File: config.mk
export PLATFORM = sky130hd
export DESIGN_NAME = bullet_controller
export DESIGN_NICKNAME = d
export VERILOG_FILES = /design/src/rtl/space_invaders_pkg.sv /design/src/rtl/bullet_controller_frame_tick_gen.sv /design/src/rtl/bullet_controller.sv
export SDC_FILE = /design/constraint.sdc
export NUM_CORES = 1
export LEC_CHECK = 0
export ABC_AREA = 1
export CAP_MARGIN = 25
export CORE_UTILIZATION = 40
export CTS_BUF_LIST = sky130_fd_sc_hd__clkbuf_8
export DETAILED_ROUTE_END_ITERATION = 12
export HOLD_SLACK_MARGIN = 0.15
export PLACE_DENSITY_LB_ADDON = 0.3
export SYNTH_ARGS = -nofsm -noshare
export SYNTH_HDL_FRONTEND = slang
export SYNTH_SLANG_ARGS = --single-unit
File: constraint.sdc
create_clock -name Clk -period 3.92 [get_ports Clk]
set_input_delay 0.392 -clock Clk [delete_from_list [all_inputs] [get_ports Clk]]
set_output_delay 0.392 -clock Clk [all_outputs]
set_load 0.02 [all_outputs]
File: src/rtl/space_invaders_pkg.sv
// Shared types and constants for the space invaders video pipeline.
// BULLET_LEN_DEFAULT is also used by color_mapper, so the drawn and logical bullet lengths match.
package space_invaders_pkg;

   typedef enum logic [1:0] {
      IDLE   = 2'd0,
      FLYING = 2'd1,
      HIT    = 2'd2
   } bullet_state_t;

   localparam int SCREEN_W           = 640;
   localparam int SCREEN_H           = 480;
   localparam int BULLET_LEN_DEFAULT = 4;

   // 8-bit increment that sticks at 255 instead of wrapping.
   function automatic logic [7:0] sat_inc8(input logic [7:0] value);
      return (value == 8'hFF) ? value : value + 8'd1;
   endfunction

endpackage

File: src/rtl/bullet_controller_frame_tick_gen.sv
// Brings the asynchronous vsync level into the Clk domain and emits a one-Clk
// frame_tick on each rising edge.
module frame_tick_gen (
   input  logic Clk,
   input  logic Reset,
   input  logic frame_clk,
   output logic frame_tick
);

   logic [1:0] sync_reg;
   logic       frame_clk_d;

   always_ff @(posedge Clk) begin
      if (Reset) begin
         sync_reg    <= 2'b00;
         frame_clk_d <= 1'b0;
      end else begin
         sync_reg    <= {sync_reg[0], frame_clk};
         frame_clk_d <= sync_reg[1];
      end
   end

   assign frame_tick = sync_reg[1] & ~frame_clk_d;

endmodule

File: src/rtl/bullet_controller.sv
// Player bullet: launch on fire, advance once per frame, retire when it leaves
// the top of the screen or hits an enemy, followed by a short cooldown.
module bullet_controller
   import space_invaders_pkg::*;
#(
   parameter int BULLET_SPEED    = 4,
   parameter int BULLET_LEN      = BULLET_LEN_DEFAULT,
   parameter int PLAYER_HALF_W   = 8,
   parameter int COOLDOWN_FRAMES = 2
) (
   input  logic       Clk,
   input  logic       Reset,
   input  logic       frame_clk,
   input  logic       fire,
   input  logic [9:0] playerX,
   input  logic [9:0] playerY,
   input  logic       collision,
   output logic       bullet_in,
   output logic [9:0] bulletX,
   output logic [9:0] bulletY,
   output logic       hit_pulse,
   output logic [7:0] hit_count
);

   bullet_state_t state_reg, state_next;
   logic [9:0]    bullet_x_reg, bullet_x_next;
   logic [9:0]    bullet_y_reg, bullet_y_next;
   logic          bullet_in_reg, bullet_in_next;
   logic          hit_pulse_reg, hit_pulse_next;
   logic [7:0]    hit_count_reg, hit_count_next;
   logic          fire_req_reg, fire_req_next;
   logic          hit_latch_reg, hit_latch_next;
   logic [7:0]    cooldown_reg, cooldown_next;
   logic          frame_tick;

   frame_tick_gen u_frame_tick_gen (
      .Clk        (Clk),
      .Reset      (Reset),
      .frame_clk  (frame_clk),
      .frame_tick (frame_tick)
   );

   always_ff @(posedge Clk) begin
      if (Reset) begin
         state_reg     <= IDLE;
         bullet_x_reg  <= 10'd0;
         bullet_y_reg  <= 10'd0;
         bullet_in_reg <= 1'b0;
         hit_pulse_reg <= 1'b0;
         hit_count_reg <= 8'd0;
         fire_req_reg  <= 1'b0;
         hit_latch_reg <= 1'b0;
         cooldown_reg  <= 8'd0;
      end else begin
         state_reg     <= state_next;
         bullet_x_reg  <= bullet_x_next;
         bullet_y_reg  <= bullet_y_next;
         bullet_in_reg <= bullet_in_next;
         hit_pulse_reg <= hit_pulse_next;
         hit_count_reg <= hit_count_next;
         fire_req_reg  <= fire_req_next;
         hit_latch_reg <= hit_latch_next;
         cooldown_reg  <= cooldown_next;
      end
   end

   always_comb begin
      state_next     = state_reg;
      bullet_x_next  = bullet_x_reg;
      bullet_y_next  = bullet_y_reg;
      hit_pulse_next = 1'b0;
      hit_count_next = hit_count_reg;
      fire_req_next  = fire_req_reg;
      hit_latch_next = hit_latch_reg;
      cooldown_next  = cooldown_reg;

      unique case (state_reg)
         IDLE: begin
            if (frame_tick && (fire_req_reg || fire)) begin
               bullet_x_next  = playerX + 10'(PLAYER_HALF_W);
               bullet_y_next  = (playerY < 10'(BULLET_LEN)) ? 10'd0 : playerY - 10'(BULLET_LEN);
               hit_latch_next = 1'b0;
               fire_req_next  = 1'b0;
               state_next     = FLYING;
            end else if (fire) begin
               fire_req_next = 1'b1;
            end
         end
         FLYING: begin
            fire_req_next  = 1'b0;
            hit_latch_next = hit_latch_reg | collision;
            // A collision on the tick cycle itself still belongs to the closing frame.
            if (frame_tick) begin
               if (hit_latch_reg || collision) begin
                  state_next     = HIT;
                  hit_pulse_next = 1'b1;
                  hit_count_next = sat_inc8(hit_count_reg);
                  cooldown_next  = 8'(COOLDOWN_FRAMES);
               end else if (bullet_y_reg < 10'(BULLET_SPEED)) begin
                  state_next = IDLE;
               end else begin
                  bullet_y_next = bullet_y_reg - 10'(BULLET_SPEED);
               end
            end
         end
         HIT: begin
            fire_req_next = 1'b0;
            if (frame_tick) begin
               if (cooldown_reg <= 8'd1) begin
                  state_next = IDLE;
               end else begin
                  cooldown_next = cooldown_reg - 8'd1;
               end
            end
         end
         default: begin
            state_next = IDLE;
         end
      endcase

      bullet_in_next = (state_next == FLYING);
   end

   assign bullet_in = bullet_in_reg;
   assign bulletX   = bullet_x_reg;
   assign bulletY   = bullet_y_reg;
   assign hit_pulse = hit_pulse_reg;
   assign hit_count = hit_count_reg;

endmodule

==> results.txt <==
* Outcome: finished, final reports clean
- Most used routing layer in global routing: met2
* Yosys synthesis warning count: 0
- Endpoint arrival time on the critical path: 2290 ps
- Post-route clock period utilization: 53.7%
- In this run the mean area of a mapped cell was 6.69 um^2.
- CP Data Required Time: 4110 ps
* CTS H-tree lvls: 2
- The number of endpoints with negative hold slack in the final report was 0.
* Die X-Extent: 82.7 um
- Maximum operating frequency: 475 MHz
- STA classifies the critical path startpoint as a flip-flop.
* Number of iterations in the first detailed-routing pass: 4
- Die footprint: 6840 um^2
* Worst reg-to-reg setup slack: 1820 ps
* Share of layout cells above drive strength 1: 6.29%
* # IOs: 55
* Peak VDD IR: 0.185 mV
- The signal on the critical path passes through inv_1, ha_1, inv_1, nor2_1, nand2_1, o21ai_1, nand2_2, o21ai_0, nor2_1.
- The repair_antennas step left the layout with diodes totalling 0.
* WL final: 5860 um
- Entering global routing, the biggest net connects 24 pins.
- In the global route stage, overall resource usage came out at 19.5%.
* Count of vias placed by the detailed router: 2,521
- The design draws 927 uW.
* Buffer cell driving the clock tree root: clkbuf_8
* Clk_lat worst skew: 290 ps
* TritonCTS clock tree: yes
- Cell area after placement: 3210 um^2
- Max-cap violations in this run came to 0.
* Flops & latches, synth: 45
- For this run, global-route usage on met1 was measured as 24.7%.
- Final critical-path required period: 2100 ps
- After clock tree synthesis, the clock-pin slew on the worst setup and hold paths is 90 ps.
* # setup viols final: 0
- Actual slew at the worst max-slew pin: 657 ps
- The number of setup buffers added after CTS is 0.
- For this design, the CTS-stage hold fixing added 0 buffers.
- Power per unit of standard cell area: 281 nW/um^2
- Buffers inserted during clock tree synthesis total 5.
* Die height: 82.7 um
- Worst setup path class: reg2reg
- Vias per Instance: 4.83
* Non-Filler Cell Area, Final: 3300 um^2
- Drt wl/cell: 11.2 um
* Util after Layout: 52.2%
- Of all nets on the critical path, the largest fanout is 12.
- Nature of the critical path endpoint: flip-flop
* Number of enable flip-flop cells after synthesis: 0
- Overall overflow remaining after global route: 0
* Cell area after technology mapping: 2600 um^2
- The initial antenna violation count is 0.
- Number of sinks on the clock net: 45
- Counting every instance in the synthesized netlist gives 389.
* Fraction of the yosys area taken by sequential cells: 34.6%
* Starting utilization of the core area: 41.2%
- Number of distinct library cell variants in the gate-level netlist after synthesis: 33
* Crit path largest cell delay: 420 ps
* Net count after synthesis: 424
* Nets@finish: 479
- The count of pins over their slew limit came to 0.
- Setup repair after global routing left no endpoint under its margin.
- Remaining antenna violation count after routing: 0
* Max transition margin: 56.2%
* Detailed placement HPWL: 4380 um
- Met2 Track Usage GR: 31.8%
* Placement row count: 29
* Prevailing post-synth register cell: dfxtp_1
* Port buffer count: 54
- Routability Congestion: 0.801
- Worst Hold Class: reg2reg
* Global Route met3 Usage: 5.60%
- From synthesis to final layout, the design area changed by 26.6%.
* Wire length of the first global-routing pass: 10,400 um
- Floorplan Core Area: 6310 um^2
- Ys async rst share: 0%
* DRC errors left: 0
- The clock passes through at most 2 buffers.
- Post-CTS repair changed the size of 0 cells.
* Post-route clock skew: 5.61 ps
- In this run the static leakage power is 1.42 nW.
* Vias in the first global route: 2,402
- Iter 0 DRT Violations: 145
- Cell with the biggest individual delay on the critical path: ha_1
- Total Neg Setup Slack: 0 ps
-- power breakdown --
part | internal (mW) | switching [mW] | leakage (nW) | total, mW
clock | 0.123 | 0.160 | 0.0439 | 0.283
sequential | 0.469 | 0.00810 | 0.365 | 0.478
combinational | 0.0737 | 0.0920 | 1.02 | 0.166
-- metal layers --
metal	up-vias	share of wire, %
met5	-	0
met1	1127	48
met4	0	0.24
met2	55	46
li1	1337	-
met3	2	6.0
-- through the flow --
stage          hold WS, ps  cells  setup WS [ps]
2_1_floorplan          388    389           2350
3_3_place_gp           392    514           1800
3_5_place_dp           393    514           1740
4_1_cts                406    522           1840
5_1_grt                433    522           1510
6_report               405    522           1820
-- worst max-delay path: cells and delay by family (launching register included) --
| kind | cells | cell delay (ps) |
|---|---|---|
| buffers and inverters | 2 | 350 |
| flip-flops | 1 | 350 |
| adder cells (fa/ha/maj) | 1 | 420 |
| AND/OR/NAND/NOR | 4 | 530 |
| AO/OA/AOI/OAI | 2 | 340 |
-- cells by family (layout without fill, tap and decap cells) --
| group | Yosys count | count (layout) | share of synthesized area [%] |
|---|---|---|---|
| adders and majority gates | 10 | 10 | 4.81 |
| xor gates and xnor gates | 14 | 14 | 4.71 |
| and+or+nand+nor | 209 | 209 | 35.3 |
| DFF | 45 | 45 | 34.6 |
| buffers and inverters | 54 | 110 | 8.27 |
| AOI/OAI and AO/OA | 57 | 57 | 12.3 |
-- final cells by class --
class                   count  area (um^2)
repair buffers             55          548
flip-flops and latches     45          901
clock inverters             3         17.5
multi-input cells         290         1490
fillers                   646         3020
clock buffers               5         68.8
well taps                  77         96.3
inverters                  47          176
-- cell usage after synthesis, drive strengths merged (3+ instances only) --
master / count / area share [%]
nand2: 100 / 15
buf: 3 / 0.91
nor3: 4 / 0.77
nor2: 68 / 11
inv: 47 / 6.8
o21ai: 24 / 5.0
a21oi: 27 / 5.6
xnor2: 4 / 1.3
nand3: 29 / 6.2
dfxtp: 45 / 35
ha: 10 / 4.8
o21bai: 3 / 0.86
xor2: 10 / 3.4
clkbuf: 4 / 0.58
-- path summary, 6_finish.rpt --
check	from	end	depth (start not counted)
setup / recovery	state_reg[1]	cooldown_reg[1]	9
hold / removal	u_frame_tick_gen.sync_reg[0]	u_frame_tick_gen.sync_reg[1]	2
setup reg to reg	state_reg[1]	cooldown_reg[1]	9
hold reg to reg	u_frame_tick_gen.sync_reg[0]	u_frame_tick_gen.sync_reg[1]	2
-- layout by cell type (no fill, tap or decap), types with 3 or more instances in the layout --
cell and instances:
nand2_1 94, nor2_1 66, clkdlybuf4s50_1 54, dfxtp_1 45
inv_1 44, nand3_1 27, a21oi_1 26, o21ai_0 21
xor2_1 10, ha_1 10, nand2_2 5, clkbuf_8 5
xnor2_1 4, nor3_1 4, inv_2 3, o21bai_1 3
No activity file was read; power rests on OpenSTA's default activity.
